`config.mk`:
```
export PLATFORM = sky130hd
export DESIGN_NAME = hazard_ctrl
export DESIGN_NICKNAME = d
export VERILOG_FILES = /design/src/rtl/hazard_pkg.sv /design/src/rtl/hazard_scoreboard.sv /design/src/rtl/hazard_ctrl.sv
export SDC_FILE = /design/constraint.sdc
export NUM_CORES = 1
export LEC_CHECK = 0
export BUFFER_PORTS_ARGS = -buffer_cell sky130_fd_sc_hd__buf_2
export CAP_MARGIN = 10
export CELL_PAD_IN_SITES_DETAIL_PLACEMENT = 1
export CELL_PAD_IN_SITES_GLOBAL_PLACEMENT = 2
export CORE_AREA = 2 2 115 117
export DETAILED_ROUTE_END_ITERATION = 7
export DIE_AREA = 0 0 117 119
export GPL_TIMING_DRIVEN = 0
export PLACE_DENSITY = 0.87
export SLEW_MARGIN = 20
export SYNTH_ARGS = -nofsm -noshare
export SYNTH_HDL_FRONTEND = slang
export SYNTH_SLANG_ARGS = --single-unit
```
`constraint.sdc`:
```
create_clock -name clk -period 3.1 [get_ports clk]
set_input_delay 0 -clock clk [delete_from_list [all_inputs] [get_ports clk]]
set_output_delay 0 -clock clk [all_outputs]
set_load 0.02 [all_outputs]
```
`src/rtl/hazard_pkg.sv`:
```
// Shared types and constants for the pipeline hazard controller.
package hazard_pkg;

  typedef enum logic [1:0] {
    FWD_NONE = 2'b00,
    FWD_W    = 2'b01,
    FWD_M    = 2'b10
  } fwd_sel_e;

  localparam logic [1:0] RESULT_LOAD = 2'b01;

  // Memory-stage hit wins over writeback-stage hit.
  function automatic fwd_sel_e fwd_select(input logic hit_m, input logic hit_w);
    if (hit_m) return FWD_M;
    if (hit_w) return FWD_W;
    return FWD_NONE;
  endfunction

endpackage

```
`src/rtl/hazard_scoreboard.sv`:
```
// Per-register pending bits for long-latency writes plus an outstanding-op count.
module hazard_scoreboard
  import hazard_pkg::*;
#(
  parameter int ADDR_W   = 5,
  parameter int MAX_PEND = 4,
  parameter int PW       = $clog2(MAX_PEND + 1)
) (
  input  logic                   clk,
  input  logic                   rst,
  input  logic                   issue_i,
  input  logic [ADDR_W-1:0]      issue_rd_i,
  input  logic                   done_i,
  input  logic [ADDR_W-1:0]      done_rd_i,
  output logic [2**ADDR_W-1:0]   pending_o,
  output logic [PW-1:0]          count_o,
  output logic                   full_o
);

  logic [2**ADDR_W-1:0] pending_q, pending_d;
  logic [PW-1:0]        count_q, count_d;
  logic                 do_issue, do_done, inc, dec;

  assign full_o   = (count_q == PW'(MAX_PEND));
  assign do_issue = issue_i && (issue_rd_i != '0) && !full_o;
  assign do_done  = done_i && pending_q[done_rd_i];
  // A re-issue to a register that is already pending (or completing in the same
  // cycle) keeps its single bit, so the count stays equal to the number of set bits.
  assign inc      = do_issue && !pending_q[issue_rd_i];
  assign dec      = do_done && !(do_issue && (issue_rd_i == done_rd_i));

  always_comb begin
    pending_d = pending_q;
    count_d   = count_q;
    if (do_done)  pending_d[done_rd_i]  = 1'b0;
    if (do_issue) pending_d[issue_rd_i] = 1'b1;
    pending_d[0] = 1'b0;
    if (inc && !dec)      count_d = count_q + PW'(1);
    else if (dec && !inc) count_d = count_q - PW'(1);
  end

  always_ff @(posedge clk or posedge rst) begin
    if (rst) begin
      pending_q <= '0;
      count_q   <= '0;
    end else begin
      pending_q <= pending_d;
      count_q   <= count_d;
    end
  end

  assign pending_o = pending_q;
  assign count_o   = count_q;

endmodule

```
`src/rtl/hazard_ctrl.sv`:
```
// Five-stage pipeline hazard unit: forwarding selects, load-use and scoreboard
// stalls, branch flushes, and a stall-cycle watchdog.
module hazard_ctrl
  import hazard_pkg::*;
#(
  parameter int ADDR_W   = 5,
  parameter int MAX_PEND = 4,
  parameter int CNT_W    = 8,
  parameter int WD_LIMIT = 200
) (
  input  logic                           clk,
  input  logic                           rst,
  input  logic [ADDR_W-1:0]              Rs1D,
  input  logic [ADDR_W-1:0]              Rs2D,
  input  logic [ADDR_W-1:0]              RdD,
  input  logic                           LongOpD,
  input  logic [ADDR_W-1:0]              Rs1E,
  input  logic [ADDR_W-1:0]              Rs2E,
  input  logic [ADDR_W-1:0]              RdE,
  input  logic [1:0]                     ResultSrcE,
  input  logic                           PCSrcE,
  input  logic                           LongIssueE,
  input  logic [ADDR_W-1:0]              RdM,
  input  logic                           RegWriteM,
  input  logic [ADDR_W-1:0]              RdW,
  input  logic                           RegWriteW,
  input  logic                           LongDoneW,
  input  logic [ADDR_W-1:0]              LongRdW,
  output logic                           StallF,
  output logic                           StallD,
  output logic                           FlushD,
  output logic                           FlushE,
  output logic [1:0]                     ForwardAE,
  output logic [1:0]                     ForwardBE,
  output logic [$clog2(MAX_PEND+1)-1:0]  PendCount,
  output logic [CNT_W-1:0]               StallCycles,
  output logic                           Watchdog
);

  localparam int          PW         = $clog2(MAX_PEND + 1);
  localparam logic [31:0] WD_LIMIT_U = WD_LIMIT;

  logic [2**ADDR_W-1:0] pending;
  logic                 sb_full;
  logic                 lw_stall, sb_stall, hazard_stall;
  logic [CNT_W-1:0]     stall_cycles_q, stall_cycles_d;
  logic                 watchdog_q, watchdog_d;

  hazard_scoreboard #(
    .ADDR_W   (ADDR_W),
    .MAX_PEND (MAX_PEND),
    .PW       (PW)
  ) u_scoreboard (
    .clk        (clk),
    .rst        (rst),
    .issue_i    (LongIssueE),
    .issue_rd_i (RdE),
    .done_i     (LongDoneW),
    .done_rd_i  (LongRdW),
    .pending_o  (pending),
    .count_o    (PendCount),
    .full_o     (sb_full)
  );

  assign ForwardAE = fwd_select((Rs1E != '0) && RegWriteM && (Rs1E == RdM),
                                (Rs1E != '0) && RegWriteW && (Rs1E == RdW));
  assign ForwardBE = fwd_select((Rs2E != '0) && RegWriteM && (Rs2E == RdM),
                                (Rs2E != '0) && RegWriteW && (Rs2E == RdW));

  assign lw_stall = (ResultSrcE == RESULT_LOAD) && (RdE != '0) &&
                    ((Rs1D == RdE) || (Rs2D == RdE));

  assign sb_stall = ((Rs1D != '0) && pending[Rs1D]) ||
                    ((Rs2D != '0) && pending[Rs2D]) ||
                    (LongOpD && pending[RdD]) ||
                    (LongOpD && sb_full);

  assign hazard_stall = lw_stall || sb_stall;

  // A taken branch discards the decode and execute contents, so stalling is moot.
  always_comb begin
    StallF = 1'b0;
    StallD = 1'b0;
    FlushD = 1'b0;
    FlushE = 1'b0;
    if (PCSrcE) begin
      FlushD = 1'b1;
      FlushE = 1'b1;
    end else begin
      StallF = hazard_stall;
      StallD = hazard_stall;
      FlushE = hazard_stall;
    end
  end

  always_comb begin
    stall_cycles_d = '0;
    if (StallD) begin
      if (stall_cycles_q != '1) stall_cycles_d = stall_cycles_q + CNT_W'(1);
      else                      stall_cycles_d = stall_cycles_q;
    end
    watchdog_d = watchdog_q || (32'(stall_cycles_d) == WD_LIMIT_U);
  end

  always_ff @(posedge clk or posedge rst) begin
    if (rst) begin
      stall_cycles_q <= '0;
      watchdog_q     <= 1'b0;
    end else begin
      stall_cycles_q <= stall_cycles_d;
      watchdog_q     <= watchdog_d;
    end
  end

  assign StallCycles = stall_cycles_q;
  assign Watchdog    = watchdog_q;

endmodule

```
==> results.json, run 1 <==
{
  "gp_congestion": 0.8844,
  "synthArstFlopShare_pct": 100.0,
  "cp.arrival_ns": 3.38,
  "portBuffers": 61,
  "track_usage_pct": 20.53,
  "status": "finished, violations left",
  "syn-cell-area_sq_um": 4000,
  "utilization_pct": 37.59,
  "ys.flop_type": "dfrtp_1",
  "drc": 0,
  "cp.required_ns": 3.31,
  "leakage_nw": 1.899,
  "register_area_sq_um": 1086,
  "routed_via_density": 5.785,
  "multi_input_area_sq_um": 2740,
  "syn_to_final_growth_pct": 20.99,
  "syn_inst": 405,
  "synth_warnings": 0,
  "most-common-layout-cells": "66 x buf_2, 35 x dfrtp_1, 34 x mux4_2",
  "syn_nets": 463,
  "hold_viol": 0,
  "synth-seq-cells": 43,
  "rsz0062_at_grt": "yes",
  "die_area_sq_um": 13920,
  "root_buffer": "clkbuf_16",
  "die-width_um": 117,
  "synth_top_area_cell": "dfrtp_1",
  "syn_area_per_cell_sq_um": 9.877,
  "cp_max_fo": 2,
  "max_freq_mhz": 315.9,
  "startpoint_type": "flip-flop",
  "fillCellCount": 1495,
  "globalRouteOverflowTotal": 0,
  "path_class": "reg2reg",
  "rr_worst_depth": 12,
  "cts_tree": "yes",
  "netlist-cell-type-count": 53,
  "cap_viol_max_count": 0,
  "setup_viol": 1,
  "clock_sinks": 43,
  "core-area_sq_um": 12870,
  "num-nets-final": 542,
  "routed_wl_um": 14030,
  "dr.pass1.iters": 4,
  "start_util_pct": 31.07,
  "cts_htree_levels": 2,
  "rows": 42,
  "grt_pass1_vias": 4067,
  "max-slew-margin-rel_pct": 55.59,
  "numCtsBuffers": 5,
  "grt_pass1_wl_um": 21950,
  "hold_depth": 4,
  "synthTopCellsByArea": "dfrtp_1 27%, mux4_2 19%, o31ai_1 6.0%",
  "clkTransAtPathRegs_ns": 0.07,
  "grt_max_degree": 35,
  "antenna_cells": 0,
  "setup_slack_ns": -0.06545,
  "violations": "setup timing",
  "hold_class": "in2reg",
  "insertion_delay_ns": 0.30,
  "wl_per_cell_um": 21.23,
  "final_common_cell": "buf_2",
  "endpoint_kind": "flip-flop",
  "min_period_ns": 3.165,
  "synth_top_area_share_pct": 26.90,
  "vias": 3824,
  "antenna_found_initial": 0,
  "irDropWorstVdd_mv": 0.2435,
  "io_pins": 75,
  "finClkSkew_ns": 0.009313,
  "drtIter0Drc": 315,
  "drive_gt1_share_pct": 31.75,
  "worst_slew_pin_slew_ns": 0.6661,
  "final_antenna_net_count": 0,
  "period_share_pct": 102.1,
  "die_height_um": 119,
  "slew_violations": 0,
  "ys_seq_area_share_pct": 26.90,
  "synth_edf_count": 0,
  "hpwlAfterDp_um": 10430,
  "fin_hold_ws_ns": 0.03612,
  "p_per_area_nw_per_um2": 636.9,
  "clock_path_buffers": 2
}
through the flow:
step	power (W)	std cells	setup WS, ns	TNS [ns]	cell area [sq um]
6_report	0.003082	661	-0.06545	-0.06545	4840
5_1_grt	0.003253	661	-0.1729	-0.1990	4840
4_1_cts	0.003045	660	-0.1571	-0.2537	4811
3_5_place_dp	0.002331	643	-0.5826	-1.078	4546
3_3_place_gp	0.002261	642	-0.5472	-1.022	4526
2_1_floorplan	0.001871	405	0.007729	0	4000
path summary, 6_finish.rpt:
kind	start	end	slack [ns]
worst max-delay path	u_scoreboard.pending_o[15]$_DFF_PP0_	u_scoreboard.count_o[2]$_DFFE_PP0P_	-0.07
worst min-delay path	PCSrcE	Watchdog$_DFF_PP0_	0.04
worst max register to register	u_scoreboard.pending_o[15]$_DFF_PP0_	u_scoreboard.count_o[2]$_DFFE_PP0P_	-0.07
worst min register to register	u_scoreboard.count_o[2]$_DFFE_PP0P_	u_scoreboard.count_o[2]$_DFFE_PP0P_	0.50
max in group asynchronous	rst	u_scoreboard.pending_o[21]$_DFF_PP0_	2.42
min in group asynchronous	rst	StallCycles[2]$_DFF_PP0_	0.18
layout make-up:
type	instances	area share, %
Sequential cell	43	22.44
Multi-Input combinational cell	317	56.62
Clock inverter	3	0.9049
Tap cell	176	4.550
Inverter	11	0.8532
Clock buffer	5	2.585
Buffer	34	3.723
Timing Repair Buffer	72	8.325
synth_stat cells (all sizes together) (3+ instances only):
cell / count
a2111oi: 3
a21oi: 3
a22oi: 4
and3: 4
buf: 16
clkbuf: 18
dfrtp: 43
inv: 11
mux2: 5
mux2i: 14
mux4: 34
nand2: 23
nand2b: 10
nand3: 11
nand3b: 7
nand4: 7
nor2: 19
nor2b: 10
nor3: 11
nor4: 6
o21ai: 35
o31ai: 32
or3: 3
or3b: 4
xnor2: 21
xor2: 21
state kept, by name (all words and copies together), names as in the netlist:
register and flops:
StallCycles 8, Watchdog 1, u_scoreboard.pending_o 31, u_scoreboard.count_o 3
power by group:
part	switching (W)	internal, W	leakage, nW	total (W)
Clock	0.000227	0.000380	0.0838	0.000607
Sequential	0.000360	0.000758	0.521	0.00112
Combinational	0.000631	0.000726	1.29	0.00136
Total	0.00122	0.00186	1.90	0.00308
critical path: stages, from the launching register on:
cell     delay (ns)
dfrtp_2        0.42
mux4_2         0.48
a32o_1         0.27
a311o_1        0.30
o41ai_4        0.29
buf_6          0.16
a41o_1         0.12
ha_2           0.20
inv_2          0.04
fa_2           0.33
xor2_1         0.17
nor2_1         0.15
xor2_1         0.17
logic make-up (layout without fill, tap and decap cells):
group                    Yosys count  count (layout)  share of synthesized area [%]
buffers and inverters             45             125                          5.411
XOR/XNOR                          42              42                          9.196
AND/OR/NAND/NOR                  123             123                          16.52
multiplexers                      53              53                          24.05
adder cells (fa/ha/maj)            3               3                          1.126
AO/OA/AOI/OAI                     96              96                          16.80
flip-flops                        43              43                          26.90
routing by layer:
metal  GRT usage, %  vias to the layer above  part of all wire (%)  routed length [um]
li1               -                     1707                     -                   -
met1          26.54                     1917                    39                5426
met2          34.25                      171                    49                6937
met3          2.799                       29                   8.9                1249
met4          8.456                        0                   3.0                 419
met5              0                        -                     0                   0
timing repair:
action,in CTS,in global routing
endpoints found under the setup margin,3,3
gates resized for setup,14,7
pin swaps,2,2
endpoints found under the hold margin,43,0
hold buffers,1,0
setup buffers,8,1
(Power assumes the default switching activity.)
==> inputs of run 2 (changes only) <==
Settings changed: PLACE_DENSITY 0.87 to 0.82.
==> run 2 against run 1 <==
Against the previous run: the flow still finishes with violations (setup timing); via count is 2.1% higher; fmax is 0.58% higher; setup slack better by 0.018 ns; clock power is 15% higher; global-route usage is 1.3 points higher; total power is 5.9% higher; combinational power is 7% higher.
==> results.json, run 2 (synthesized netlist as in run 1, its figures left out) <==
{
  "status": "finished, violations left",
  "violations": "setup timing",
  "cp.required_ns": 3.32,
  "slew_violations": 0,
  "drc": 0,
  "crit_start": "u_scoreboard.pending_o[15]$_DFF_PP0_",
  "total_power_w": 0.003263,
  "clkTransAtPathRegs_ns": 0.06,
  "syn_to_final_growth_pct": 23.24,
  "cp.arrival_ns": 3.37,
  "cap_viol_max_count": 0,
  "antenna_cells": 0,
  "worst_slew_pin_slew_ns": 0.6609,
  "fillCellCount": 1481,
  "wl_per_cell_um": 22.11,
  "hold_viol": 0,
  "grt_max_degree": 32,
  "vias": 3906,
  "io_pins": 75,
  "ff2ff_setup_slack_ns": -0.05,
  "crit_buf_inv": 2,
  "insertion_delay_ns": 0.30,
  "max-slew-margin-rel_pct": 55.94,
  "cp_common_cell": "xor2_1",
  "rows": 42,
  "finalSetupTns_ns": -0.04717,
  "cp-endpoint": "u_scoreboard.count_o[2]$_DFFE_PP0P_",
  "max_freq_mhz": 317.7,
  "final_antenna_net_count": 0,
  "final_common_cell": "buf_2",
  "die-width_um": 117,
  "antenna_found_initial": 0,
  "numCtsBuffers": 5,
  "start_util_pct": 31.07,
  "globalRouteOverflowTotal": 0,
  "startpoint_type": "flip-flop",
  "largest_register_ffs": 31,
  "clock_path_buffers": 2,
  "die_area_sq_um": 13920,
  "fin_hold_ws_ns": 0.01867,
  "cts_htree_levels": 2,
  "cts_tree": "yes",
  "setup_viol": 1,
  "regToRegStartpoint": "u_scoreboard.pending_o[15]$_DFF_PP0_",
  "worst-path-stages": 12,
  "drive_gt1_share_pct": 33.47,
  "grt_pass1_vias": 4101,
  "r2r-end": "u_scoreboard.count_o[2]$_DFFE_PP0P_",
  "cp_max_fo": 2,
  "p_per_area_nw_per_um2": 661.9,
  "num-nets-final": 550,
  "finClkSkew_ns": 0.004410,
  "period_share_pct": 101.5,
  "core-area_sq_um": 12870,
  "root_buffer": "clkbuf_16",
  "routed_wl_um": 14790,
  "min_period_ns": 3.147,
  "gp_congestion": 0.8906,
  "leakage_nw": 1.942,
  "clock_sinks": 43,
  "hold_class": "in2reg",
  "routed_via_density": 5.839,
  "dr.pass1.iters": 4,
  "rsz0062_at_grt": "yes",
  "hpwlAfterDp_um": 10800,
  "endpoint_kind": "flip-flop",
  "most-common-layout-cells": "66 x buf_2, 34 x mux4_2, 33 x dfrtp_1",
  "final_cell_area_sq_um": 4930,
  "crit_chain": "mux4_2 > a32o_1 > a311o_1 > o41ai_4 > buf_6 > a41o_1 > ha_2 > inv_2 > fa_2 > xor2_1 > nor2_1 > xor2_1",
  "die_height_um": 119,
  "setup_slack_ns": -0.04717,
  "crit_family": "compound AO/OA/AOI/OAI gates",
  "cp_slowest_cell": "mux4_2",
  "irDropWorstVdd_mv": 0.2287,
  "rr_worst_depth": 12,
  "path_class": "reg2reg",
  "place_area_sq_um": 4546,
  "portBuffers": 61,
  "track_usage_pct": 21.81,
  "drtIter0Drc": 294,
  "slowest_delay_ns": 0.50,
  "grt_pass1_wl_um": 22880
}
==> run 2: cell types whose count changed in the layout (fill, tap and decap cells not counted) <==
cell,delta
buf_4,+8
clkinv_4,-1
clkinv_2,-1
a2111oi_1,-2
dfrtp_1,-2
bufinv_16,+1
clkinvlp_4,+1
and2_1,-1
a2111oi_2,+1
and2_0,+1
dfrtp_2,+2
a2111oi_0,+1
==> run 2: layout make-up <==
class / instances / area, sq um / share of cell area (%)
clock inverters: 3 / 67.56 / 1.371
plain buffers: 34 / 180.2 / 3.655
multi-input cells: 317 / 2744 / 55.66
repair buffers: 80 / 462.9 / 9.391
flip-flops and latches: 43 / 1089 / 22.08
well taps: 176 / 220.2 / 4.467
inverters: 11 / 41.29 / 0.8376
clock buffers: 5 / 125.1 / 2.538
==> run 2: power by group <==
part / total [W] / leakage (nW) / switching, W / internal, W
Clock: 0.000696 / 0.0900 / 0.000235 / 0.000462
Combinational: 0.00146 / 1.33 / 0.000691 / 0.000774
Sequential: 0.00110 / 0.518 / 0.000342 / 0.000760
==> run 2: timing repair <==
| action | 4_1_cts | 5_1_grt |
|---|---|---|
| pin swaps | 5 | 4 |
| endpoints found under the setup margin | 3 | 3 |
| endpoints found under the hold margin | 43 | 0 |
| hold buffers | 1 | 0 |
| resized for setup | 15 | 7 |
| buffers inserted | 10 | 7 |
==> run 2: worst min path at each step <==
stage / cells past startpoint / endpoint / startpoint
after global routing: 4 / Watchdog$_DFF_PP0_ / PCSrcE
after global placement: 4 / Watchdog$_DFF_PP0_ / PCSrcE
after detailed placement: 2 / StallCycles[1]$_DFF_PP0_ / rst
final: 4 / Watchdog$_DFF_PP0_ / PCSrcE
after CTS: 4 / Watchdog$_DFF_PP0_ / PCSrcE
after floorplan: 1 / FlushD / PCSrcE
==> run 2: metrics by stage <==
stage	setup slack [ns]	std cells	util (%)
detailed placement	-0.6160	643	35.31
global placement	-0.4598	642	35.15
CTS	-0.2338	662	37.74
finish	-0.04717	669	38.29
global route	-0.1397	669	38.29
floorplan	0.007729	405	-
==> run 2: tightest hold or removal path: stages <==
cell       delay (ns)
buf_2            0.09
inv_1            0.04
o2111ai_1        0.08
o21bai_2         0.06
==> run 2: layer usage <==
layer	up-vias	GRT usage (%)	routed length, um
met5	-	0	0
met4	0	9.118	476
met3	30	3.053	1113
met2	195	36.24	7163
met1	1963	28.25	6039
li1	1718	-	-
==> inputs of run 3 (changes only) <==
Settings changed: CORE_AREA 2 2 115 117 to 2 2 106 108, CTS_CLUSTER_DIAMETER set to 60, DIE_AREA 0 0 117 119 to 0 0 108 110, MAX_ROUTING_LAYER set to met4, PLACE_DENSITY 0.82 to 0.9.
Clock period 3.1 ns to 4 ns, I/O delays scaled along.
==> run 3 against run 2 <==
Against the previous run: critical endpoint unchanged; the flow now finishes without violations; critical path type unchanged; combinational power is 36% lower; sequential share of layout area grew 1.2 points; hold slack improved by 0.063 ns; final area down 6.4%; register-to-register slack improved by 0.50 ns; die area decreased by 15%; setup slack better by 0.50 ns.
==> results.json, run 3 (synthesized netlist as in run 1, its figures left out) <==
{
  "status": "finished, final reports clean",
  "p_int_w": 0.001211,
  "antenna_cells": 0,
  "final_common_cell": "buf_2",
  "cp.required_ns": 4.25,
  "netSwitchingFraction_pct": 43.43,
  "dr.pass1.iters": 5,
  "max-slew-margin-rel_pct": 39.83,
  "min_period_ns": 3.543,
  "startpoint_type": "flip-flop",
  "track_usage_pct": 24.54,
  "finalSetupTns_ns": 0,
  "pre_cts_slack_ns": 0.5131,
  "rows": 38,
  "cts.repair.resized": 0,
  "utilization_pct": 43.13,
  "crit_family": "compound AO/OA/AOI/OAI gates",
  "wl_per_cell_um": 22.19,
  "portBuffers": 61,
  "insertion_delay_ns": 0.33,
  "setup_viol": 0,
  "io_pins": 75,
  "crit_buf_inv": 2,
  "core-area_sq_um": 10700,
  "vias": 3820,
  "power.clock.fraction_pct": 14.2,
  "period_share_pct": 88.58,
  "cp_common_cell": "xor2_1",
  "cts_tree": "yes",
  "grt_pass1_wl_um": 21450,
  "globalRouteOverflowTotal": 0,
  "cts_htree_levels": 2,
  "p_comb_share_pct": 43.8,
  "post_cts_buffers": 0,
  "num-nets-final": 534,
  "routed_via_density": 6.191,
  "routed_wl_um": 13690,
  "clkTransAtPathRegs_ns": 0.10,
  "die_area_sq_um": 11880,
  "clock_path_buffers": 2,
  "irDropWorstVdd_mv": 0.2318,
  "seq_power_share_pct": 42.0,
  "clock_sinks": 43,
  "grt_pass1_vias": 3956,
  "drive_gt1_share_pct": 27.46,
  "path_class": "reg2reg",
  "drtIter0Drc": 334,
  "die-width_um": 108,
  "hpwlAfterDp_um": 10310,
  "syn_to_final_growth_pct": 15.36,
  "gp_congestion": 0.8831,
  "fillCellCount": 1250,
  "total_power_w": 0.002141,
  "grt_max_degree": 35,
  "slew_violations": 0,
  "crit_chain": "mux4_2 > a32o_1 > a311o_1 > o41ai_4 > buf_6 > a41o_1 > ha_1 > inv_1 > fa_1 > xor2_1 > nor2_1 > xor2_1",
  "drc": 0,
  "rsz0062_at_grt": "no",
  "antenna_found_initial": 0,
  "postCtsHoldBufs": 2,
  "start_util_pct": 37.39,
  "endpoint_kind": "flip-flop",
  "cp_slowest_cell": "mux4_2",
  "cp_max_fo": 10,
  "final_antenna_net_count": 0,
  "cp.arrival_ns": 3.79,
  "finClkSkew_ns": 0.01426,
  "die_height_um": 110,
  "max_freq_mhz": 282.2,
  "largest_register_ffs": 31,
  "most-common-layout-cells": "66 x buf_2, 43 x dfrtp_1, 34 x mux4_2",
  "worst_slew_pin_slew_ns": 0.8798,
  "switchingPower_w": 0.0009297,
  "numCtsBuffers": 5,
  "fin_cells": 617,
  "root_buffer": "clkbuf_8",
  "cap_viol_max_count": 0,
  "slowest_delay_ns": 0.50,
  "setup_slack_ns": 0.4570,
  "hold_viol": 0,
  "p_per_area_nw_per_um2": 464.0,
  "hold_class": "in2reg",
  "dp.cells": 607,
  "leakage_nw": 1.818
}
==> run 3: cell count changes in the layout (fill, tap and decap cells not counted), moves of 5 or more <==
cell,previous run,this run
dfrtp_2,10,0
clkbuf_16,5,0
clkbuf_8,0,5
buf_4,21,5
dfrtp_1,33,43
==> run 3: area by class of cell <==
cell class                      count  area [sq um]  share of cell area, %
Clock buffer                        5         68.82                  1.491
Buffer                             34         175.2                  3.796
Sequential cell                    43          1076                  23.32
Tap cell                          140         175.2                  3.796
Timing Repair Buffer               64         345.3                  7.484
Inverter                           11         41.29                 0.8948
Multi-Input combinational cell    317          2708                  58.68
Clock inverter                      3         25.02                 0.5423
==> run 3: layer usage <==
| metal | track usage [%] | wire (um) | up-vias | share of wire [%] |
|---|---|---|---|---|
| met2 | 39.94 | 6459 | 201 | 47 |
| met4 | 7.784 | 286 | 0 | 2.1 |
| met5 | - | 0 | - | 0 |
| met1 | 31.32 | 5703 | 1902 | 42 |
| met3 | 4.468 | 1244 | 28 | 9.1 |
| li1 | - | - | 1689 | - |
==> run 3: through the flow <==
step	hold slack, ns	instance area [sq um]
floorplan	0.1126	4000
detailed placement	-0.05387	4501
CTS	0.07584	4614
finish	0.08123	4614
global placement	0.3283	4481
global route	0.1236	4614
==> run 3: worst paths after layout <==
| path | slack, ns | to | startpoint | depth (start not counted) |
|---|---|---|---|---|
| max | 0.46 | u_scoreboard.count_o[2]$_DFFE_PP0P_ | u_scoreboard.pending_o[15]$_DFF_PP0_ | 12 |
| min | 0.08 | u_scoreboard.pending_o[1]$_DFF_PP0_ | LongDoneW | 4 |
| max reg2reg | 0.46 | u_scoreboard.count_o[2]$_DFFE_PP0P_ | u_scoreboard.pending_o[15]$_DFF_PP0_ | 12 |
| min reg2reg | 0.50 | u_scoreboard.count_o[2]$_DFFE_PP0P_ | u_scoreboard.count_o[2]$_DFFE_PP0P_ | 1 |
| max in group asynchronous | 3.38 | u_scoreboard.count_o[1]$_DFFE_PP0P_ | rst | 4 |
| min in group asynchronous | 0.14 | StallCycles[1]$_DFF_PP0_ | rst | 3 |
==> run 3: worst min-delay path: stages <==
cell and delay, ns:
buf_2 0.12, o41ai_4 0.10, o31ai_1 0.08, o21ai_0 0.07
==> run 3: power groups by stage <==
stage / logic (W) / registers (W) / clock network (W)
2_1_floorplan: 0.000693 / 0.000757 / 0
3_3_place_gp: 0.000896 / 0.000863 / 0
3_5_place_dp: 0.000934 / 0.000884 / 0
4_1_cts: 0.000939 / 0.000874 / 0.000312
5_1_grt: 0.00102 / 0.000908 / 0.000329
6_report: 0.000938 / 0.000899 / 0.000304
